**src/rtl/led_matrix_scanner_if.sv**
```systemverilog
// led_matrix_scanner_if: frame/control/display bundle for the LED matrix scanner.
//   master : drives frame_in, load, enable; observes the display outputs.
//   slave  : the scanner; consumes frame/control, drives rows, cols, col_idx,
//            frame_done, pending.
`timescale 1ns/1ps
interface led_matrix_scanner_if #(
  parameter int unsigned ROWS = 5,
  parameter int unsigned COLS = 7
);
  localparam int unsigned NPIX = ROWS * COLS;
  localparam int unsigned CW   = (COLS > 1) ? $clog2(COLS) : 1;

  logic [NPIX-1:0] frame_in;   // pixel (c,r) at bit c*ROWS + r
  logic            load;       // one-cycle capture strobe for frame_in
  logic            enable;     // 1 = scan runs, 0 = frozen and dark
  logic [ROWS-1:0] rows;       // row drive for the selected column
  logic [COLS-1:0] cols;       // one-hot column enable
  logic [CW-1:0]   col_idx;    // internally selected column
  logic            frame_done; // pulse in the cycle after a wrap
  logic            pending;    // shadow holds an undisplayed frame

  modport master (
    output frame_in, load, enable,
    input  rows, cols, col_idx, frame_done, pending
  );

  modport slave (
    input  frame_in, load, enable,
    output rows, cols, col_idx, frame_done, pending
  );
endinterface

```
**src/rtl/led_matrix_scanner.sv**
```systemverilog
// led_matrix_scanner: time-multiplexed column scanner for a ROWS x COLS LED
// dot matrix with a double-buffered frame.
//   clk  : system clock, rising edge.
//   rst  : synchronous active-high reset, overrides all other inputs.
//   bus  : led_matrix_scanner_if.slave
//          in  frame_in, load, enable
//          out rows, cols, col_idx, frame_done, pending
// Each column stays selected for DIV enabled cycles; the first BLANK cycles
// of every slot drive dark rows to suppress ghosting. New frames land in a
// shadow buffer and are promoted to the active buffer only when the scan
// wraps from the last column to column 0. Parameters must satisfy DIV >= 2
// and BLANK < DIV.
`timescale 1ns/1ps
module led_matrix_scanner #(
  parameter int unsigned ROWS  = 5,
  parameter int unsigned COLS  = 7,
  parameter int unsigned DIV   = 50000,
  parameter int unsigned BLANK = 2
) (
  input  logic                  clk,
  input  logic                  rst,
  led_matrix_scanner_if.slave   bus
);

  localparam int unsigned NPIX = ROWS * COLS;
  localparam int unsigned CW   = (COLS > 1) ? $clog2(COLS) : 1;
  localparam int unsigned DW   = $clog2(DIV);

  localparam logic [DW-1:0] CNT_LAST = DW'(DIV - 1);
  localparam logic [CW-1:0] COL_LAST = CW'(COLS - 1);

  // State
  logic [DW-1:0]   cnt_q,     cnt_d;
  logic [CW-1:0]   col_q,     col_d;
  logic [NPIX-1:0] active_q,  active_d;
  logic [NPIX-1:0] shadow_q,  shadow_d;
  logic            pending_q, pending_d;
  logic [ROWS-1:0] rows_q,    rows_d;
  logic [COLS-1:0] cols_q,    cols_d;
  logic            done_q,    done_d;

  // Decoded helpers
  logic            tick;
  logic            wrap;
  logic            lit;
  logic [ROWS-1:0] col_rows;
  logic [COLS-1:0] col_hot;

  // Prescaler terminal count and the frame-boundary tick.
  always_comb begin
    tick = bus.enable && (cnt_q == CNT_LAST);
    wrap = tick && (col_q == COL_LAST);
  end

  // Rows are lit once the blanking window of the slot has elapsed.
  if (BLANK == 0) begin : g_no_blank
    assign lit = 1'b1;
  end else begin : g_blank
    assign lit = (cnt_q >= DW'(BLANK));
  end

  // Column decode: pick the active-buffer slice and one-hot bit for col_q.
  // A compare per column keeps COLS non-power-of-2 safe.
  always_comb begin
    col_rows = '0;
    col_hot  = '0;
    for (int unsigned c = 0; c < COLS; c++) begin
      if (col_q == CW'(c)) begin
        col_rows   = active_q[c*ROWS +: ROWS];
        col_hot[c] = 1'b1;
      end
    end
  end

  // Prescaler and column counter; both freeze while disabled.
  always_comb begin
    cnt_d = cnt_q;
    col_d = col_q;
    if (bus.enable) begin
      cnt_d = tick ? '0 : cnt_q + DW'(1);
    end
    if (tick) begin
      col_d = wrap ? '0 : col_q + CW'(1);
    end
  end

  // Double buffer: the active frame only changes on a wrap tick. A load that
  // lands on the wrap tick itself goes straight to display.
  always_comb begin
    active_d  = active_q;
    shadow_d  = shadow_q;
    pending_d = pending_q;
    if (wrap) begin
      if (bus.load) begin
        active_d  = bus.frame_in;
        shadow_d  = bus.frame_in;
        pending_d = 1'b0;
      end else if (pending_q) begin
        active_d  = shadow_q;
        pending_d = 1'b0;
      end
    end else if (bus.load) begin
      shadow_d  = bus.frame_in;
      pending_d = 1'b1;
    end
  end

  // Registered display outputs, one cycle behind the scan state.
  always_comb begin
    cols_d = bus.enable ? col_hot : '0;
    rows_d = (bus.enable && lit) ? col_rows : '0;
    done_d = wrap;
  end

  // State register with synchronous reset.
  always_ff @(posedge clk) begin
    if (rst) begin
      cnt_q     <= '0;
      col_q     <= '0;
      active_q  <= '0;
      shadow_q  <= '0;
      pending_q <= 1'b0;
      rows_q    <= '0;
      cols_q    <= '0;
      done_q    <= 1'b0;
    end else begin
      cnt_q     <= cnt_d;
      col_q     <= col_d;
      active_q  <= active_d;
      shadow_q  <= shadow_d;
      pending_q <= pending_d;
      rows_q    <= rows_d;
      cols_q    <= cols_d;
      done_q    <= done_d;
    end
  end

  assign bus.rows       = rows_q;
  assign bus.cols       = cols_q;
  assign bus.col_idx    = col_q;
  assign bus.frame_done = done_q;
  assign bus.pending    = pending_q;

endmodule

```
**src/flat_wrapper.sv**
```systemverilog
// flat-port wrapper written by rule: the top's interface ports become plain ports
module led_matrix_scanner_flat 
#(
  parameter int unsigned ROWS  = 5,
  parameter int unsigned COLS  = 7,
  parameter int unsigned DIV   = 50000,
  parameter int unsigned BLANK = 2
)
  (clk, rst, bus_frame_in, bus_load, bus_enable, bus_rows, bus_cols, bus_col_idx, bus_frame_done, bus_pending);
  led_matrix_scanner_if #(.ROWS(ROWS), .COLS(COLS)) bus_i ();
  input  logic clk;
  input  logic rst;
  input wire logic [$bits(bus_i.frame_in)-1:0] bus_frame_in;
  input wire logic [$bits(bus_i.load)-1:0] bus_load;
  input wire logic [$bits(bus_i.enable)-1:0] bus_enable;
  output wire logic [$bits(bus_i.rows)-1:0] bus_rows;
  output wire logic [$bits(bus_i.cols)-1:0] bus_cols;
  output wire logic [$bits(bus_i.col_idx)-1:0] bus_col_idx;
  output wire logic [$bits(bus_i.frame_done)-1:0] bus_frame_done;
  output wire logic [$bits(bus_i.pending)-1:0] bus_pending;
  assign bus_i.frame_in = bus_frame_in;
  assign bus_i.load = bus_load;
  assign bus_i.enable = bus_enable;
  assign bus_rows = bus_i.rows;
  assign bus_cols = bus_i.cols;
  assign bus_col_idx = bus_i.col_idx;
  assign bus_frame_done = bus_i.frame_done;
  assign bus_pending = bus_i.pending;
  led_matrix_scanner #(.ROWS(ROWS), .COLS(COLS), .DIV(DIV), .BLANK(BLANK)) u_core (.clk(clk), .rst(rst), .bus(bus_i));
endmodule
```
**config.mk**
```make
export PLATFORM = sky130hd
export DESIGN_NAME = led_matrix_scanner_flat
export DESIGN_NICKNAME = d
export VERILOG_FILES = /design/src/rtl/led_matrix_scanner_if.sv /design/src/rtl/led_matrix_scanner.sv /design/src/flat_wrapper.sv
export SDC_FILE = /design/constraint.sdc
export NUM_CORES = 1
export LEC_CHECK = 0
export BUFFER_PORTS_ARGS = -buffer_cell sky130_fd_sc_hd__buf_2
export CAP_MARGIN = 5
export CORE_MARGIN = 2
export CORE_UTILIZATION = 58
export DETAILED_ROUTE_END_ITERATION = 8
export PLACE_DENSITY = 0.8
export SLEW_MARGIN = 40
export SYNTH_ARGS = -nofsm -noshare
export SYNTH_HDL_FRONTEND = slang
export SYNTH_SLANG_ARGS = --single-unit
```
**constraint.sdc**
```tcl
create_clock -name clk -period 4.6 [get_ports clk]
set_input_delay 0 -clock clk [delete_from_list [all_inputs] [get_ports clk]]
set_output_delay 0 -clock clk [all_outputs]
set_load 0.03 [all_outputs]
```
==> results of run 1 <==
[cell type report]
cell class                      instances  area (um^2)
Tap cell                               99          124
Fill cell                             528         2050
Inverter                                7         26.3
Timing Repair Buffer                   94          671
Sequential cell                       103         2060
Clock inverter                          5         57.6
Clock buffer                           11          141
Multi-Input combinational cell        302         2090
[flip-flops by register name (all words and copies together), names as in the netlist]
register / cells
u_core.active_q: 35
u_core.shadow_q: 35
u_core.cnt_q: 16
u_core.bus.cols: 7
u_core.bus.rows: 5
u_core.bus.col_idx: 3
u_core.bus.frame_done: 1
u_core.bus.pending: 1
[logic make-up after synthesis]
| kind of cell | Yosys count | share of synthesized area, % |
|---|---|---|
| buf+inv | 34 | 3.66 |
| simple gates | 168 | 20.2 |
| compound gates | 43 | 6.07 |
| fa+ha+maj | 7 | 2.03 |
| flops | 103 | 47.9 |
| xor+xnor | 14 | 2.85 |
| mux | 70 | 17.3 |
[cell usage after synthesis (10+ instances only)]
master      n  area share [%]
nor2b_1    39             5.7
xnor2_1    11             2.2
nor2_1     58             5.1
nand3_1    10             1.2
dfxtp_1   103              48
a21oi_1    14             1.6
mux2_2     35             9.2
o21ai_0    13             1.5
nand2_1    16             1.4
nor3_1     10             1.2
mux2i_1    35             8.1
clkbuf_1   12             1.0
[power groups by stage]
stage               combinational, mW  sequential, mW  clock (mW)
floorplan                      0.0543           0.940           0
global placement               0.0813           0.938           0
detailed placement             0.0841           0.939           0
CTS                             0.107           0.919       0.568
global route                    0.119           0.921       0.603
finish                          0.107           0.919       0.560
[path summary, 6_finish.rpt]
path,startpoint,end,slack (ps)
worst min-delay path,bus_frame_in[33],u_core.shadow_q[33],10
worst max register to register,u_core.bus.col_idx[0],u_core.active_q[34],1860
worst max-delay path,u_core.bus.col_idx[0],u_core.active_q[34],1860
worst min register to register,u_core.shadow_q[27],u_core.shadow_q[27],520
[through the flow]
stage	hold slack (ps)	power, mW	cells	instance area (um^2)
floorplan	176	0.994	439	4310
global placement	286	1.02	569	4610
detailed placement	286	1.02	569	4610
CTS	2.96	1.59	620	5160
global route	33.1	1.64	621	5170
finish	11.8	1.59	621	5170
[worst max-delay path: cells and delay by family (launching register included)]
family,cells,cell delay [ps]
buffers and inverters,2,380
muxes,1,340
DFF,1,360
adders and majority gates,1,570
and+or+nand+nor,2,980
[layer usage]
layer	routed length [um]	track usage, %
met3	361	5.70
met1	4120	27.6
met2	4170	36.8
met4	114	6.54
met5	0	0
==> run metrics, run 1 <==
commonest non-fill, non-tap cell in the layout dfxtp_1; CP arrival approximately 3000 ps; Tightest Pin Transition between 600 and 700 ps; CTS Buf Count 9; grt ovf 0; Comb power frac 6.8%; minimum clock period between 2000 and 3000 ps; postcts setup bufs 0; syn nets between 400 and 500; Final ANT Viol Nets 0; pwr/cell area 307 nW/um^2; cell count after synthesis ~440; Starting Density 59.7%; Vias/cell 5.17; post-DP HPWL 5.78 mm; Finish-stage setup viols 0; DRC errors left 0; Cell Int Power about 1.2 mW; RD Place Congestion 0.845; dpl ws 1590 ps; HP Class in2reg; cells on worst reg2reg path 6; status finished clean; Crit path required time between 4000 and 5000 ps; number of synthesized register bits 103; crit end category flip-flop; YS warnings 0; Critical Path Fanout Max 19; Die W 90.2 um; post-synthesis instance area around 4300 um^2; Final Util 71.6%; setup TNS 0 ps; fraction of layout cells with a size suffix above 1 21.6%; root buf cell clkbuf_8; Inserted Diodes 0; drt total wl 8.77 mm; largest net degree at the start of global routing 51; most frequent cells in the layout dfxtp_1, nor2_1, buf_2; Synth async-reset ratio 0%; Worst IR Drop VDD 0.000198 V; period utilisation layout approximately three fifths; fin nets 563; prevailing post-synth register cell dfxtp_1; drt pass-1 iters 4; number of synthesized flops with an enable pin 0; switching share of power 22.3%; first-pass GRT wire length 14.5 mm; Cell Rows 31; Startpoint Class flip-flop; Setup WS post-layout 1860 ps; sequential cell area fraction in the yosys report between 40% and 50%; initial antenna violation count 0; P_leak 2.16 nW; Die Area 8130 um^2; Layout area overhead 20.0%; latest clock arrival within the worst-skew pair 360 ps; GRT Total Usage 21.8%; worst path cell trace inv_1, ha_1, nand2_1, nor4_4, buf_4, mux2_2; WHS Path Cells 3; vias after detailed routing 3,212; Seq pwr share 57.9%; Max Freq 365 MHz; Reg clk slew, reported paths 90 ps; top-level port count between 50 and 60; Fin. Hold Viols 0; slowest CP cell nor4_4; core area 7210 um^2; Netlist cell types 40; PostCTS Resize Cnt 0; Max-slew headroom 53.9%; TritonCTS clock tree yes; WS Path Type reg2reg; Die Y between 90 and 100 um; H-tree depth 3; initial DRC count 184; Max Cap Viol 0; sw power roughly 0.35 mW; Synth Area per Inst 9.81 um^2; CTS Sinks 103; RSZ-0062 raised after global routing false; vias in the first global route 3,145; Post-Route Skew 11.8 ps; Worst path max stage delay 590 ps; cts hold-fix bufs 35; clock tree buffer depth 2; wire length per cell ~14 um; clock share of power 35.3%; Buffers on Ports 55; max-slew violation count 0
Note: power is estimated with default switching activity, not from simulation.
==> run 2: changes to the inputs <==
Settings changed: CORE_UTILIZATION 58 to 52, PLACE_DENSITY 0.8 to 0.76.
Clock period 4.6 ns to 2.25 ns, I/O delays scaled along.
==> run metrics, run 2 (synthesis gave the netlist of run 1 again) <==
slowest CP cell or3_1; setup TNS 0 ps; pwr/cell area about 630 nW/um^2; Die Y roughly 95 um; cells on worst reg2reg path 6; P_leak 2.23 nW; postcts setup bufs 0; period utilisation layout 95.7%; WS Path Type reg2reg; root buf cell clkbuf_8; final instance area 5310 um^2; Top Metal Used met4; hold worst-path end u_core.bus.cols[6]; post-DP HPWL 5.93 mm; min-delay src rst; vias after detailed routing 3,267; Starting Density between 50% and 60%; Tightest Pin Transition 682 ps; grt ovf 0; HP Class in2reg; DP Area around 4700 um^2; reg2reg start u_core.cnt_q[0]; Vias/cell 5.13; Post-Route Skew 11.2 ps; GRT Total Usage 20.1%; commonest non-fill, non-tap cell in the layout dfxtp_1; max-slew violation count 0; wire length per cell about 14 um; M1 WL 4.24 mm; CTS Sinks roughly 100; Finish-stage setup viols 0; Die Area 9030 um^2; Worst IR Drop VDD 0.000339 V; DRC errors left 0; R2R Setup Slk 100 ps; fillers slightly below 700; core area between 8000 and 9000 um^2; H-tree depth 3; met3 WL post-DR 273 um; fin nets roughly 580; metal2 WL around 4.1 mm; Die W 95.0 um; Inserted Diodes 0; Largest regs u_core.active_q x35, u_core.shadow_q x35, u_core.cnt_q x16; Final ANT Viol Nets 0; RSZ-0062 raised after global routing true; vias in the first global route around 3,100; Crit path required time about 2500 ps; Post-Layout Cell Count 637; Layout area overhead 23.3%; Buffers on Ports 55; latest clock arrival within the worst-skew pair 350 ps; Fin. Hold Viols 0; CP arrival 2400 ps; Max Freq between 400 and 500 MHz; minimum clock period 2150 ps; CTS Buf Count 9; Startpoint Class flip-flop; most frequent cells in the layout dfxtp_1, nor2_1, buf_2; hold_ws 81.0 ps; PostCTS Resize Cnt 0; crit end category flip-flop; initial antenna violation count 0; status finished clean; TritonCTS clock tree yes; top-level port count 56; fraction of layout cells with a size suffix above 1 23.9%; Max Cap Viol 0; placed instance count 587; drt pass-1 iters 4; Reg clk slew, reported paths 90 ps; first-pass GRT wire length 14.2 mm; initial DRC count 110; Max-slew headroom between 50% and 60%; Critical Path Fanout Max 18; worst path cell trace ha_4, nand4_4, or3_1, nor4_4, buf_4, mux2_2; largest net degree at the start of global routing 80; drt total wl 8.76 mm; WHS Path Cells 3; Cell Rows 33; clock tree buffer depth 2; Worst path max stage delay between 400 and 500 ps; FF-to-FF End u_core.active_q[28]; RD Place Congestion 0.827
-- run 2: cell types whose count changed in the layout (fill, tap and decap cells not counted), sizes merged --
cell | previous run | this run
buf | 59 | 70
bufinv | 1 | 2
clkinvlp | 3 | 0
dlygate4sd3 | 35 | 36
-- run 2: how the worst max path moves through the flow --
stage,cells after the start,start,endpoint
final,6,u_core.cnt_q[0],u_core.active_q[28]
after global placement,6,u_core.cnt_q[1],u_core.active_q[3]
after global routing,6,u_core.cnt_q[0],u_core.active_q[28]
after detailed placement,6,u_core.cnt_q[1],u_core.active_q[7]
after floorplan,7,u_core.bus.col_idx[0],u_core.active_q[0]
after CTS,6,u_core.cnt_q[0],u_core.active_q[28]
-- run 2: what timing repair did --
action	in CTS	in global routing
endpoints found under the hold margin	36	0
setup endpoints to repair	0	6
hold buffers	36	0
-- run 2: layer usage --
layer	track usage [%]	vias to the layer above
met3	3.67	16
met5	0	-
met1	26.8	1512
li1	-	1682
met4	7.73	0
met2	32.3	57
-- run 2: through the flow --
| stage | setup WS [ps] | util, % | total power, mW |
|---|---|---|---|
| final | 96.3 | 65.3 | 3.33 |
| after global routing | -12.0 | 65.3 | 3.44 |
| after CTS | 95.1 | 65.3 | 3.36 |
| after detailed placement | 121 | 58.3 | 2.10 |
| after global placement | 147 | 58.3 | 2.09 |
| after floorplan | 5.61 | - | 2.03 |
-- run 2: final cells by class --
| type | count | area, um^2 | area share, % |
|---|---|---|---|
| Clock inverter | 3 | 68.8 | 1.30 |
| Clock buffer | 11 | 141 | 2.66 |
| Tap cell | 105 | 131 | 2.47 |
| Timing Repair Buffer | 106 | 761 | 14.3 |
| Multi-Input combinational cell | 302 | 2110 | 39.7 |
| Inverter | 7 | 26.3 | 0.495 |
| Sequential cell | 103 | 2070 | 39.0 |
-- run 2: report_power, final --
part / total, mW / leakage (nW) / internal [mW] / switching, mW
logic: 0.228 / 1.28 / 0.117 / 0.110
registers: 1.88 / 0.840 / 1.86 / 0.0155
clock network: 1.22 / 0.105 / 0.648 / 0.574
total: 3.33 / 2.23 / 2.63 / 0.700
-- run 2: critical path: cells and delay by family, from the launching register on --
family | cells | cell delay (ps)
buffers and inverters | 1 | 300
adders and majority gates | 1 | 160
DFF | 1 | 390
and+or+nand+nor | 3 | 810
muxes | 1 | 370
==> run 3: changes to the inputs <==
==> constraint.sdc (replaced) <==
create_clock -name clk -period 2.25 [get_ports clk]
set_input_delay 0.45 -clock clk [delete_from_list [all_inputs] [get_ports clk]]
set_output_delay 0.45 -clock clk [all_outputs]
set_load 0.03 [all_outputs]
==> run metrics, run 3 (synthesis gave the netlist of run 1 again) <==
Tightest Pin Transition 663 ps; FF-to-FF End u_core.active_q[14]; min-delay src bus_frame_in[29]; Buf+Inv Stages, Crit Path 1; WS Path Type reg2reg; Starting Density 52.9%; dpl ws 59.3 ps; H-tree depth 3; vias in the first global route 2,971; period utilisation layout 96.5%; HP Class in2reg; CTS Sinks 103; vias after detailed routing 3,108; Final Power 3.08 mW; Max Cap Viol 0; Final ANT Viol Nets 0; postcts setup bufs 0; Inserted Diodes 0; Die W around 95 um; Finish-stage setup viols 0; minimum clock period about 2200 ps; cts hold-fix bufs 0; setup TNS 0 ps; clock tree buffer depth 2; WHS Path Cells 3; RSZ-0062 raised after global routing true; crit end category flip-flop; Setup WS post-layout 79.4 ps; slowest CP cell dfxtp_2; latest clock arrival within the worst-skew pair 350 ps; worst path cell trace ha_4, nand4_4, or3_1, nor4_4, buf_4, mux2_2; Worst path max stage delay between 400 and 500 ps; Largest regs u_core.active_q x35, u_core.shadow_q x35, u_core.cnt_q x16; max-slew violation count 0; drt total wl 8.29 mm; Critical Path Fanout Max 18; RD Place Congestion 0.877; Fin. Hold Viols 0; Worst IR Drop VDD between 0.0002 and 0.0003 V; Post-Route Skew 11.4 ps; root buf cell clkbuf_8; cells on worst reg2reg path 6; initial antenna violation count 0; Max-slew headroom 55.8%; R2R Setup Slk 80 ps; Cell Int Power 2.37 mW; Cell Rows 33; Max Freq 461 MHz; Comb power frac under 10%; Layout area overhead 14.1%; hold worst-path end u_core.shadow_q[29]; core area 8130 um^2; Buffers on Ports 55; grt ovf 0; Seq pwr share roughly three fifths; wire length per cell ~14 um; commonest non-fill, non-tap cell in the layout dfxtp_1; Reg clk slew, reported paths roughly 90 ps; PostCTS Resize Cnt 0; largest net degree at the start of global routing 80; Startpoint Class flip-flop; post-DP HPWL 5.95 mm; TritonCTS clock tree yes; hold_ws roughly 370 ps; Die Area 9030 um^2; sw power slightly above 0.7 mW; Die Y 95.0 um; Crit path required time 2480 ps; initial DRC count 213; CP arrival 2400 ps; CP top delay family simple AND/OR/NAND/NOR gates; GRT Total Usage 19.4%; switching share of power 23.0%; P_leak 2.05 nW; drt pass-1 iters 4; pwr/cell area 628 nW/um^2; DRC errors left 0; most frequent cells in the layout dfxtp_1, nor2_1, buf_2; fraction of layout cells with a size suffix above 1 25.8%; clock share of power ~33%; Vias/cell between 5 and 6; status finished clean; CTS Buf Count 9; fin nets around 540; top-level port count 56; reg2reg start u_core.cnt_q[1]; first-pass GRT wire length 13.9 mm; Final Util 60.4%
-- run 3: metrics by stage --
| stage | instance area (um^2) | instances |
|---|---|---|
| 2_1_floorplan | 4340 | 439 |
| 3_3_place_gp | 4740 | 586 |
| 3_5_place_dp | 4740 | 586 |
| 4_1_cts | 4910 | 602 |
| 5_1_grt | 4910 | 602 |
| 6_report | 4910 | 602 |
-- run 3: area by class of cell --
type	instances	area [um^2]
fillers	684	3220
multi-input cells	302	2110
flip-flops and latches	103	2070
repair buffers	69	405
clock buffers	11	141
well taps	105	131
clock inverters	5	33.8
inverters	7	26.3
-- run 3: tightest hold or removal path: stages --
cell and delay (ps):
buf_2 70, mux2i_1 60, nor2_1 100
-- run 3: how the worst max path moves through the flow --
| stage | startpoint | endpoint | cells past startpoint |
|---|---|---|---|
| 2_1_floorplan | u_core.bus.col_idx[0] | u_core.active_q[0] | 7 |
| 3_3_place_gp | bus_enable | u_core.active_q[21] | 6 |
| 3_5_place_dp | bus_enable | u_core.active_q[26] | 6 |
| 4_1_cts | u_core.cnt_q[1] | u_core.active_q[14] | 6 |
| 5_1_grt | u_core.cnt_q[0] | u_core.active_q[19] | 6 |
| 6_report | u_core.cnt_q[1] | u_core.active_q[14] | 6 |
-- run 3: power groups by stage --
stage,Sequential (mW),Combinational [mW],Clock (mW)
floorplan,1.92,0.113,0
global placement,1.92,0.177,0
detailed placement,1.92,0.182,0
CTS,1.88,0.182,1.05
global route,1.88,0.202,1.12
finish,1.88,0.180,1.02
-- run 3: metal layers --
layer | share of wire, % | vias to the layer above | global-route usage [%]
met5 | 0 | - | 0
met4 | 0.87 | 0 | 6.16
met3 | 2.9 | 5 | 2.95
met2 | 47 | 60 | 31.1
met1 | 49 | 1438 | 26.8
li1 | - | 1605 | -
